<file path="src/rtl/cache_req_skid_buffer.sv">
// -----------------------------------------------------------------------------
// cache_req_skid_buffer
//
// Two-entry valid/ready skid buffer placed directly in front of the
// clock-enabled request/data pipeline register on the cache request path.
// Every output is decoded from flops only. No combinational path exists from
// m_ready_i (or any other input) to s_ready_o or any other output.
//
// Handshake: a beat transfers on a port when valid and ready are both 1 at the
// rising edge of clk_i. A producer holds valid and payload until the transfer.
// While m_valid_o=1 and m_ready_i=0, m_valid_o and m_data_o hold steady.
//
// Ports
//   clk_i        clock, rising edge
//   rst_n_i      synchronous active-low reset
//   flush_i      synchronous flush, drops every held entry
//   s_valid_i    upstream request valid
//   s_ready_o    upstream ready (decoded from state register)
//   s_data_i     upstream payload [DATA_W-1:0]
//   m_valid_o    downstream valid (decoded from state register)
//   m_ready_i    downstream ready / clock enable of the next stage
//   m_data_o     downstream payload (main register) [DATA_W-1:0]
//   occupancy_o  entries held: 0, 1 or 2. Mirrors the FSM state for debug.
// -----------------------------------------------------------------------------
module cache_req_skid_buffer #(
    parameter int unsigned       DATA_W  = 21,
    parameter logic [DATA_W-1:0] RST_VAL = {DATA_W{1'b0}}
) (
    input  logic              clk_i,
    input  logic              rst_n_i,
    input  logic              flush_i,
    input  logic              s_valid_i,
    output logic              s_ready_o,
    input  logic [DATA_W-1:0] s_data_i,
    output logic              m_valid_o,
    input  logic              m_ready_i,
    output logic [DATA_W-1:0] m_data_o,
    output logic [1:0]        occupancy_o
);

    // The encoding equals the number of held entries, so occupancy_o shows
    // the state directly. 2'd3 is illegal and recovers to EMPTY.
    typedef enum logic [1:0] {
        ST_EMPTY = 2'd0,
        ST_BUSY  = 2'd1,
        ST_FULL  = 2'd2
    } state_t;

    state_t            state_q, state_d;
    logic [DATA_W-1:0] main_q, main_d;
    logic [DATA_W-1:0] skid_q, skid_d;

    always_ff @(posedge clk_i) begin
        if (!rst_n_i) begin
            state_q <= ST_EMPTY;
            main_q  <= RST_VAL;
            skid_q  <= RST_VAL;
        end else begin
            state_q <= state_d;
            main_q  <= main_d;
            skid_q  <= skid_d;
        end
    end

    always_comb begin
        state_d = state_q;
        main_d  = main_q;
        skid_d  = skid_q;
        if (flush_i) begin
            // A flush wins over any handshake in the same cycle.
            // A concurrent upstream beat is discarded.
            state_d = ST_EMPTY;
            main_d  = RST_VAL;
            skid_d  = RST_VAL;
        end else begin
            case (state_q)
                ST_EMPTY: begin
                    if (s_valid_i) begin
                        main_d  = s_data_i;
                        state_d = ST_BUSY;
                    end
                end
                ST_BUSY: begin
                    case ({s_valid_i, m_ready_i})
                        2'b11: main_d = s_data_i;  // push and pop together
                        2'b10: begin               // consumer stalled: park in skid
                            skid_d  = s_data_i;
                            state_d = ST_FULL;
                        end
                        2'b01: state_d = ST_EMPTY; // main goes stale, masked by valid
                        default: ;
                    endcase
                end
                ST_FULL: begin
                    // s_valid_i is ignored here because s_ready_o is 0.
                    if (m_ready_i) begin
                        main_d  = skid_q;
                        state_d = ST_BUSY;
                    end
                end
                default: state_d = ST_EMPTY;
            endcase
        end
    end

    always_comb begin
        m_valid_o   = 1'b0;
        s_ready_o   = 1'b1;
        occupancy_o = 2'd0;
        case (state_q)
            ST_BUSY: begin
                m_valid_o   = 1'b1;
                occupancy_o = 2'd1;
            end
            ST_FULL: begin
                m_valid_o   = 1'b1;
                s_ready_o   = 1'b0;
                occupancy_o = 2'd2;
            end
            default: ;
        endcase
    end

    assign m_data_o = main_q;

endmodule

</file>
<file path="config.mk">
export PLATFORM = sky130hd
export DESIGN_NAME = cache_req_skid_buffer
export DESIGN_NICKNAME = d
export VERILOG_FILES = /design/src/rtl/cache_req_skid_buffer.sv
export SDC_FILE = /design/constraint.sdc
export NUM_CORES = 1
export LEC_CHECK = 0
export ABC_CLOCK_PERIOD_IN_PS = 2300
export BUFFER_PORTS_ARGS = -buffer_cell sky130_fd_sc_hd__buf_4
export CORE_MARGIN = 2
export CORE_UTILIZATION = 45
export DETAILED_ROUTE_END_ITERATION = 10
export HOLD_SLACK_MARGIN = 0.15
export PLACE_DENSITY = 0.67
export SKIP_CTS_REPAIR_TIMING = 1
export SLEW_MARGIN = 20
export SYNTH_ARGS = -nofsm -noshare
export SYNTH_HDL_FRONTEND = slang
export SYNTH_SLANG_ARGS = --single-unit
export TNS_END_PERCENT = 30
</file>
<file path="constraint.sdc">
create_clock -name clk_i -period 2.3 [get_ports clk_i]
set_input_delay 0.115 -clock clk_i [delete_from_list [all_inputs] [get_ports clk_i]]
set_output_delay 0.115 -clock clk_i [all_outputs]
set_load 0.05 [all_outputs]
</file>
Word-level counts from Yosys, hierarchy flattened
Cells that the tools add are included.

word-level totals
  register bits = 44
  input port bits = 26
  output and inout port bits = 25
  word-level logic and storage cells = 31

cells by class
  equality and inequality tests = 9
  muxes and demuxes = 11
  bitwise operators = 1
  reduce and logical (&&, ||, !) cells = 7

operators by type and width
  kind                                                 count
  two-way mux 21 bit                                   3
  case mux 21 bit (3 select lines)                     1
  case mux 2 bit (2 select lines)                      2
  equality test 2 bit, second input constant           3
  case mux 2 bit (3 select lines)                      1
  equality test 2 x 1 -> 1 bit, second input constant  2
  two-way mux 2 bit                                    2
  != test 2 bit, second input constant                 2
  AND reduction 4 bit                                  1
  OR reduction 2 bit                                   2
  != test 3 x 1 -> 1 bit, second input constant        1
  AND reduction 3 bit                                  1
  nonzero test 3 bit                                   1
  zero test 2 bit                                      1
  two-way mux 1 bit                                    2
  != test 2 x 1 -> 1 bit, second input constant        1
  AND reduction 2 bit                                  1
  NOT 1 bit                                            1

Longest topological paths before layout
Gate-level depths: netlist of run 1.

  depth in word-level cells = 3
  gate-level depth with buffers = 9
  gate-level depth less buffers = 6

Worst setup path before layout of run 1
No wires, ideal clock.

  kind = register to register
  from = reg state_q[0]
  to = reg main_q[0], in the netlist m_data_o[0]
  library setup time = 146 ps
  arrival time = 1883 ps
  data required time = 2154 ps
  slack = 271 ps
  stages on the path, launching flop included = 10
  buffers on the path = 3
  clock period less this slack = 2029 ps
  cells stage by stage = dfxtp_1 inv_1 ha_1 buf_6 nor4bb_1 a311o_1 buf_6 buf_6 nor2_1 a211oi_2

on the way
  word-level cells in the longest chain between the ends = 3
  elaborated cells on any way between the ends = 9
  those cells by class = eq/ne (5); mux (1); reduce/logical (3)

ends and longest elaborated chain
  element                                                   RTL line  RTL
  from (decl)                                               49        state_t state_q, state_d;
  from (signal assigned)                                    59        state_q <= state_d;
  equality test 2 x 1 -> 1 bit (tied with other cells)      76        case (state_q)
  != test 2 x 1 -> 1 bit (no line) (tied with other cells)  --
  AND reduction 4 bit (no line)                             --
  to (signal assigned)                                      60        main_q <= main_d;
  to (decl)                                                 50        logic [DATA_W-1:0] main_q, main_d;

Several ways; a longest one is shown, not always the timed one.
A chain may end at the register's enable or synchronous reset.

Worst setup path in the final report of run 1
  from = reg state_q[0]
  to = reg main_q[2], in the netlist m_data_o[2]

The elaborated chain is that of the path after synthesis.

==> flow_summary_export.csv, run 1 <==
group,metric,value,unit
status,outcome,"finished clean",
clocking,cts_max_path_buffers,2,
timing,period_needed,1970,ps
timing,final.setup.tns,0,ps
global_routing,grt_overflow,0,
clocking,cts_buffers,5,
floorplan,dieArea,5080,um2
setup_path,cp_max_fo,32,
clocking,clkSinkCount,44,
placed_design,port_buffers,50,
routing,drc,0,
clocking,clk_pin_slew_worst_paths,80,ps
routing,drt-total-wl,4360,um
timing,whs,232,ps
power,finalPower,0.00165,W
final_layout,final_common_cell,"buf_4",
timing,slew_viol_final,0,
final_layout,antennaDiodeCount,0,
global_routing,antenna_found_initial,0,
floorplan,coreArea,4350,um2
final_layout,area_delta_synth_final,33.7,%
placed_design,detailed_place_hpwl,2820,um
setup_path,worstPathRequired,2520,ps
power,vdd_drop_max,469,uV
final_layout,mostFrequentLayoutCells,"buf_4, dfxtp_1, nand2_1",
clocking,cts-root-buf,"clkbuf_8",
timing,clock_skew,5.27,ps
routing,dr_total_vias,1728,
power,leakage,1.01,nW
yosys,seq_area_frac_synth,43.2,%
routing,post_drt_wl_per_cell,12.9,um
yosys,synthCells,218,
setup_path,path_class,"reg -> reg",
global_routing,grt_use_total,17.0,%
yosys,syn-num-nets,249,
routing,ant_nets,0,
floorplan,fp.dieW,71.3,um
floorplan,initial_core_util,46.8,%
setup_path,end_kind,"flop",
clocking,clock_latency,290,ps
routing,first_iter_violations,100,
yosys,synth-seq-cells,44,
placed_design,place_congestion,0.765,
flow_run,maxCapViolCount,0,
yosys,syn_area,2040,um2
min_path,hold_path_depth,4,
global_routing,grt_pass1_wl,6930,um
final_layout,seq_area,881,um2
setup_path,cp.arrival,2190,ps
yosys,synth_area_leaders,"dfxtp_1, a211oi_2, mux2i_1",
timing,timing.fmax,508,MHz
yosys,yosys.area.top_type_share,43.2,%
global_routing,grt_pass1_vias,1541,
setup_path,max_stage_delay,400,ps
timing,tightest_slew,445,ps
floorplan,boundaryPins,51,
final_layout,final_nets,315,
floorplan,rows,24,
power,powerDensity,604,nW/um2
setup_path,cp_cell_sequence,"inv_1 -> ha_1 -> nor4bb_1 -> a311o_2 -> buf_12 -> nor2_1 -> a211oi_2",
final_layout,multi_input_area,1030,um2
global_routing,grt_max_degree,33,
floorplan,chipHeight,71.3,um
timing,hold_violations,0,
timing,fin_crit_sh,85.5,%
timing,rsz0062_at_grt,"false",
yosys,ys_warn_count,0,
yosys,synth_area_leader_cell,"dfxtp_1",
routing,via_per_inst,5.13,
timing,setup_viol,0,
setup_path,reg2reg_depth,7,
yosys,synth_cell_types,26,
setup_path,slowest_stage,"dfxtp_1",
final_layout,drive_above_1_share,33.7,%
min_path,holdCritPathClass,"in -> reg",
setup_path,worstSetupStartpointType,"flop",
routing,firstDrtPassIters,4,
clocking,htreeDepth,2,
placed_design,dp.cells,308,
clocking,cts_tree,"built",
yosys,avgSynthCellArea,9.35,um2
final_layout,final-instance-count-excl-fill,337,
final_layout,fillCellCount,372,
timing,slew_headroom,70.3,%
-- routing by layer --
metal | vias up | wire (um) | track usage, %
li1 | 874 | - | -
met1 | 808 | 1950 | 20.7
met2 | 40 | 2140 | 28.3
met3 | 6 | 204 | 4.64
met4 | 0 | 65 | 7.34
met5 | - | 0 | 0
-- worst max-delay path, delay by kind of cell, from the launching register on --
kind | cells | cell delay [ps]
AOI/OAI and AO/OA | 2 | 510
adders and majority gates | 1 | 240
DFF | 1 | 400
and+or+nand+nor | 2 | 370
buffers and inverters | 2 | 370
-- power by group --
group          total (W)  leakage, nW  internal [W]  switching, W
registers       0.000801        0.357      0.000786     0.0000156
logic           0.000353        0.606      0.000140      0.000213
clock network   0.000492       0.0445      0.000244      0.000248
-- cell type report --
| cell class | instances | share of cell area (%) |
|---|---|---|
| flip-flops and latches | 44 | 32.3 |
| well taps | 52 | 2.39 |
| multi-input cells | 153 | 38.0 |
| repair buffers | 76 | 23.3 |
| clock inverters | 1 | 0.275 |
| inverters | 4 | 0.551 |
| clock buffers | 7 | 3.17 |
-- cells by family (layout without fill, tap and decap cells) --
family / after synthesis / after routing / share of synthesized area [%]
AND/OR/NAND/NOR: 76 / 76 / 16.3
multiplexers: 21 / 21 / 10.3
adder cells (fa/ha/maj): 5 / 5 / 3.07
flip-flops: 44 / 44 / 43.2
AO/OA/AOI/OAI: 51 / 51 / 20.9
buffers and inverters: 21 / 88 / 6.20
-- flip-flops by register name, summed over array words and instances, names as in the netlist --
signal	count
state_q	2
m_data_o	21
skid_q	21
-- synth_stat cells --
| cell | count |
|---|---|
| nand2b_1 | 1 |
| a311o_1 | 1 |
| a211oi_2 | 21 |
| a21oi_1 | 23 |
| dfxtp_1 | 44 |
| buf_6 | 4 |
| nor2_2 | 9 |
| a31o_2 | 1 |
| buf_1 | 1 |
| nor3_1 | 2 |
| inv_1 | 4 |
| nor4bb_1 | 1 |
| ha_1 | 5 |
| or2_2 | 1 |
| buf_4 | 1 |
| nor2b_1 | 3 |
| mux2i_1 | 21 |
| a211oi_1 | 1 |
| buf_8 | 1 |
| and3_1 | 1 |
| o21ai_0 | 3 |
| o21bai_1 | 1 |
| nor2_1 | 15 |
| clkbuf_1 | 8 |
| buf_2 | 2 |
| nand2_1 | 43 |
-- final timing paths --
kind	startpoint	end	slack, ps
min reg2reg	skid_q[16]	skid_q[16]	460
min	s_valid_i	state_q[1]	230
max	state_q[0]	m_data_o[2]	330
max reg2reg	state_q[0]	m_data_o[2]	330
-- per-stage QoR --
step	area, um2	utilization, %	setup WS (ps)
6_report	2730	62.6	333
3_5_place_dp	2420	55.6	363
5_1_grt	2730	62.6	126
2_1_floorplan	2040	-	271
3_3_place_gp	2420	55.6	391
4_1_cts	2510	57.8	340
Note: power is estimated with default switching activity, not from simulation.
==> run 2, diff against run 1 <==
--- a/config.mk
+++ b/config.mk
@@ -12,6 +12,7 @@
 export DETAILED_ROUTE_END_ITERATION = 10
 export HOLD_SLACK_MARGIN = 0.15
 export PLACE_DENSITY = 0.67
+export RECOVER_POWER = 100
 export SKIP_CTS_REPAIR_TIMING = 1
 export SLEW_MARGIN = 20
 export SYNTH_ARGS = -nofsm -noshare
==> run 2 against run 1 <==
Non-clock buffer count did not move. Wire length shrank 0.16%. Cell count unchanged. Setup slack lost 41 ps. Clock power about the same. Utilization down 3.4 points. Critical path depth fell by 3. Global-route usage did not move. Highest routed layer unchanged.
==> flow_summary_export.csv, run 2 (synthesis results as in run 1) <==
group,metric,value,unit
timing,tightest_slew,796,ps
setup_path,worstReg2RegStart,"state_q[0]",
placed_design,place_congestion,0.765,
status,outcome,"finished clean",
global_routing,grt_use_total,17.0,%
floorplan,fp.dieW,71.3,um
flow_run,maxCapViolCount,0,
final_layout,final_nets,315,
min_path,holdCritPathClass,"in -> reg",
power,powerDensity,625,nW/um2
final_layout,final_common_cell,"dfxtp_1",
timing,period_needed,2010,ps
setup_path,reg2reg_depth,7,
floorplan,dieArea,5080,um2
floorplan,chipHeight,71.3,um
final_layout,mostFrequentLayoutCells,"dfxtp_1, nand2_1, buf_4",
routing,post_drt_wl_per_cell,12.9,um
routing,dr_total_vias,1723,
power,p_clk_share,30.5,%
power,vdd_drop_max,465,uV
setup_path,worstPathRequired,2180,ps
floorplan,coreArea,4350,um2
setup_path,worstSetupStartpointType,"flop",
global_routing,grt_pass1_vias,1541,
setup_path,rrSetupSlack,350,ps
timing,clock_skew,5.11,ps
power,seq_power_share,49.7,%
setup_path,cp_max_fo,26,
timing,slew_headroom,46.9,%
floorplan,rows,24,
clocking,cts_max_path_buffers,2,
timing,hold_violations,0,
power,swShare,28.9,%
floorplan,boundaryPins,51,
setup_path,endpoint,"occupancy_o[1]",
setup_path,end_kind,"output pin",
clocking,cts_buffers,5,
clocking,clock_latency,290,ps
global_routing,grt_max_degree,33,
setup_path,cp.arrival,1890,ps
routing,first_iter_violations,99,
power,p_comb_share,19.8,%
placed_design,detailed_place_hpwl,2820,um
global_routing,grt_pass1_wl,6930,um
placed_design,dp.cells,308,
setup_path,worstSetupStartpoint,"state_q[0]",
power,p_switching,0.000464,W
routing,drt-total-wl,4360,um
timing,timing.fmax,498,MHz
final_layout,final-instance-count-excl-fill,337,
clocking,cts-root-buf,"clkbuf_8",
placed_design,placed_area,2420,um2
clocking,clk_pin_slew_worst_paths,70,ps
min_path,hold_path_depth,4,
clocking,htreeDepth,2,
final_layout,finalInstanceArea,2580,um2
timing,setup_viol,0,
final_layout,area_delta_synth_final,26.4,%
placed_design,port_buffers,50,
power,leakage,0.897,nW
setup_path,reg2reg_to,"m_data_o[10]",
final_layout,drive_above_1_share,20.7,%
global_routing,grt_overflow,0,
setup_path,path_class,"reg -> out",
power,finalPower,0.00161,W
timing,final.setup.tns,0,ps
timing,fin_crit_sh,87.3,%
final_layout,final_util,59.2,%
routing,ant_nets,0,
routing,firstDrtPassIters,4,
routing,drc,0,
power,p_int,0.00115,W
timing,slew_viol_final,0,
clocking,cts_tree,"built",
global_routing,antenna_found_initial,0,
timing,rsz0062_at_grt,"false",
routing,via_per_inst,5.11,
clocking,clkSinkCount,44,
final_layout,antennaDiodeCount,0,
floorplan,initial_core_util,46.8,%
## run 2: through the flow
step | hold WS (ps) | setup slack [ps]
after floorplan | 251 | 271
after global placement | 373 | 391
after detailed placement | 381 | 363
after CTS | 57.4 | 340
after global routing | 271 | 117
final | 232 | 292
## run 2: routing by layer
layer	track usage [%]	vias to the layer above	part of all wire, %
met1	20.7	801	46
met3	4.64	6	4.1
met4	7.34	0	1.3
met2	28.3	41	49
met5	0	-	0
li1	-	875	-
## run 2: worst min-delay path by stage
stage | startpoint | endpoint
final | s_valid_i | state_q[1]
after global routing | s_valid_i | state_q[1]
after CTS | s_data_i[14] | skid_q[14]
after detailed placement | s_data_i[3] | skid_q[3]
after global placement | s_data_i[18] | skid_q[18]
after floorplan | s_data_i[0] | skid_q[0]
## run 2: final cells by class
type	instances	area [um2]
clock buffer	7	86.3
timing repair buffer	76	542
inverter	4	15.0
sequential	44	881
fill	396	1780
multi-input combinational	153	980
clock inverter	1	7.51
tap	52	65.1
## run 2: power by group through the flow
stage                     sequential (W)  combinational (W)  clock [W]
after floorplan                 0.000889           0.000167          0
after global placement          0.000820           0.000322          0
after detailed placement        0.000819           0.000326          0
after CTS                       0.000801           0.000327   0.000516
after global routing            0.000804           0.000343   0.000549
final                           0.000801           0.000318   0.000491
## run 2: critical path: stages (launching register included)
cell	delay, ps
dfxtp_1	350
inv_1	120
ha_1	210
buf_4	400
clkbuf_1	520
==> run 3, diff against run 2 <==
--- a/config.mk
+++ b/config.mk
@@ -5,13 +5,14 @@
 export SDC_FILE = /design/constraint.sdc
 export NUM_CORES = 1
 export LEC_CHECK = 0
+export ABC_AREA = 1
 export ABC_CLOCK_PERIOD_IN_PS = 2300
 export BUFFER_PORTS_ARGS = -buffer_cell sky130_fd_sc_hd__buf_4
 export CORE_MARGIN = 2
 export CORE_UTILIZATION = 45
 export DETAILED_ROUTE_END_ITERATION = 10
 export HOLD_SLACK_MARGIN = 0.15
-export PLACE_DENSITY = 0.67
+export PLACE_DENSITY = 0.66
 export RECOVER_POWER = 100
 export SKIP_CTS_REPAIR_TIMING = 1
 export SLEW_MARGIN = 20
==> run 3 against run 2 <==
Fmax rose by 4.3%. Die area is 12% higher. Largest cell class unchanged. Design area increased by 9.5%. Cell count rose by 30%. Synthesized cell count is 42% higher. Setup slack better by 83 ps. Critical path depth unchanged. Clock power rose by 19%.
==> flow_summary_export.csv, run 3 <==
group,metric,value,unit
timing,rsz0062_at_grt,"false",
yosys,syn-num-nets,341,
global_routing,grt_overflow,0,
power,seq_power_share,45.3,%
flow_run,maxCapViolCount,0,
timing,period_needed,1920,ps
yosys,synth-xor-area-share,0,%
routing,via_per_inst,4.71,
timing,tightest_slew,611,ps
yosys,yosys.area.top_type_share,38.5,%
yosys,synth_cell_types,24,
yosys,avgSynthCellArea,7.38,um2
timing,hold_violations,0,
global_routing,grt_pass1_wl,8180,um
yosys,synth_top_family_by_area,"simple AND/OR/NAND/NOR gates",
power,leakage,1.25,nW
setup_path,cp_max_fo,23,
routing,dr_total_vias,2062,
setup_path,end_kind,"output pin",
floorplan,boundaryPins,51,
clocking,htreeDepth,2,
yosys,syn_area,2290,um2
routing,drt-total-wl,5190,um
timing,slew_viol_final,0,
power,p_clk_share,32.7,%
yosys,muxShareOfSynthArea,0,%
yosys,synth_compound_area_share,13.1,%
global_routing,antenna_found_initial,0,
min_path,hold_end,"state_q[0]",
min_path,holdCritPathClass,"in -> reg",
setup_path,max_stage_delay,470,ps
clocking,cts_max_path_buffers,2,
yosys,seq_area_frac_synth,38.5,%
power,vdd_drop_max,345,uV
clocking,cts-root-buf,"clkbuf_8",
timing,clock_skew,5.23,ps
final_layout,area_delta_synth_final,23.4,%
yosys,synth_fa_ha_area_share,2.74,%
yosys,synth_area_leader_cell,"dfxtp_1",
setup_path,rrSetupSlack,410,ps
floorplan,fp.dieW,75.3,um
yosys,synthSimpleGateAreaFrac,36.4,%
yosys,ys_async_sr_fraction,0,%
timing,setup_slack,375,ps
routing,first_iter_violations,157,
power,p_int,0.00125,W
timing,final.setup.tns,0,ps
power,powerDensity,631,nW/um2
floorplan,coreArea,4820,um2
setup_path,worstReg2RegStart,"state_q[1]",
yosys,synthTopCellsByCount,"nand2_1, nor2_1, dfxtp_1",
floorplan,chipHeight,75.3,um
yosys,yosysMostFrequentCell,"nand2_1",
setup_path,reg2reg_depth,7,
final_layout,antennaDiodeCount,0,
yosys,synth-seq-cells,44,
floorplan,dieArea,5670,um2
yosys,ys_warn_count,0,
routing,post_drt_wl_per_cell,11.9,um
setup_path,cp_cell_sequence,"inv_1 -> ha_1 -> clkbuf_2 -> buf_4",
setup_path,worstSetupStartpointType,"flop",
setup_path,cp.arrival,1810,ps
timing,setup_viol,0,
status,outcome,"finished clean",
routing,ant_nets,0,
placed_design,port_buffers,50,
clocking,clock_latency,290,ps
setup_path,slowest_stage,"clkbuf_2",
global_routing,grt_pass1_vias,1680,
power,p_comb_share,22.0,%
timing,fin_crit_sh,83.7,%
final_layout,drive_above_1_share,20.8,%
global_routing,grt_max_degree,47,
timing,slew_headroom,59.5,%
final_layout,final_common_cell,"nand2_1",
floorplan,rows,25,
routing,firstDrtPassIters,4,
min_path,hold_path_depth,5,
placed_design,detailed_place_hpwl,3190,um
min_path,min_from,"s_valid_i",
global_routing,grt_use_total,18.9,%
final_layout,final_nets,401,
clocking,cts_tree,"built",
setup_path,reg2reg_to,"skid_q[15]",
yosys,synth_edf_count,0,
final_layout,mostFrequentLayoutCells,"nand2_1, nor2_1, dfxtp_1",
power,p_switching,0.000531,W
floorplan,initial_core_util,47.5,%
clocking,clkSinkCount,44,
setup_path,worstPathRequired,2180,ps
placed_design,place_ws,562,ps
timing,timing.fmax,519,MHz
yosys,synth_top_flop_cell,"dfxtp_1",
clocking,cts_buffers,5,
placed_design,place_congestion,0.775,
power,swShare,29.8,%
yosys,synth_area_leaders,"dfxtp_1, nand2_1, nor2_1",
clocking,clk_pin_slew_worst_paths,80,ps
yosys,synthCells,310,
setup_path,path_class,"reg -> out",
routing,drc,0,
run 3: how the worst max path moves through the flow:
stage                      to        from  cells after the start
3_5_place_dp     m_data_o[13]  state_q[0]                      8
4_1_cts             s_ready_o  state_q[0]                      4
6_report       occupancy_o[1]  state_q[0]                      4
5_1_grt            skid_q[15]  state_q[0]                      6
2_1_floorplan     m_data_o[7]  state_q[0]                     10
3_3_place_gp     m_data_o[12]  state_q[0]                      8
run 3: worst max-delay path: cells and delay by family (launching register included):
| kind | cells | cell delay [ps] |
|---|---|---|
| buffers and inverters | 3 | 850 |
| DFF | 1 | 360 |
| adders and majority gates | 1 | 290 |
run 3: kinds of logic after synthesis:
family                     count (synthesis)
adders and majority gates                  5
buffers and inverters                     31
DFF                                       44
AOI/OAI and AO/OA                         46
and+or+nand+nor                          184
run 3: routing by layer:
| layer | part of all wire, % | up-vias | routed length [um] | global-route usage, % |
|---|---|---|---|---|
| li1 | - | 1092 | - | - |
| met1 | 51 | 918 | 2630 | 30.1 |
| met2 | 43 | 46 | 2260 | 24.7 |
| met3 | 4.5 | 6 | 232 | 4.63 |
| met4 | 1.3 | 0 | 69 | 6.04 |
| met5 | 0 | - | 0 | 0 |
run 3: area by class of cell:
type                            instances  area (um2)
Timing Repair Buffer                   74         519
Inverter                               10        40.0
Fill cell                             504        2000
Sequential cell                        44         881
Clock buffer                            6        72.6
Multi-Input combinational cell        235        1190
Clock inverter                          2        35.0
Tap cell                               67        83.8
run 3: power groups by stage:
stage	combinational, W	clock, W	sequential, W
6_report	0.000392	0.000582	0.000807
2_1_floorplan	0.000228	0	0.000903
3_3_place_gp	0.000383	0	0.000826
5_1_grt	0.000429	0.000646	0.000812
4_1_cts	0.000388	0.000600	0.000808
3_5_place_dp	0.000386	0	0.000826
run 3: through the flow:
| stage | cells | hold WS, ps | power (W) | utilization, % | area [um2] |
|---|---|---|---|---|---|
| after floorplan | 310 | 249 | 0.00113 | - | 2290 |
| after global placement | 409 | 347 | 0.00121 | 53.9 | 2600 |
| after detailed placement | 409 | 355 | 0.00121 | 53.9 | 2600 |
| after CTS | 417 | 43.3 | 0.00180 | 56.2 | 2710 |
| after global routing | 438 | 321 | 0.00189 | 58.6 | 2820 |
| final | 438 | 290 | 0.00178 | 58.6 | 2820 |
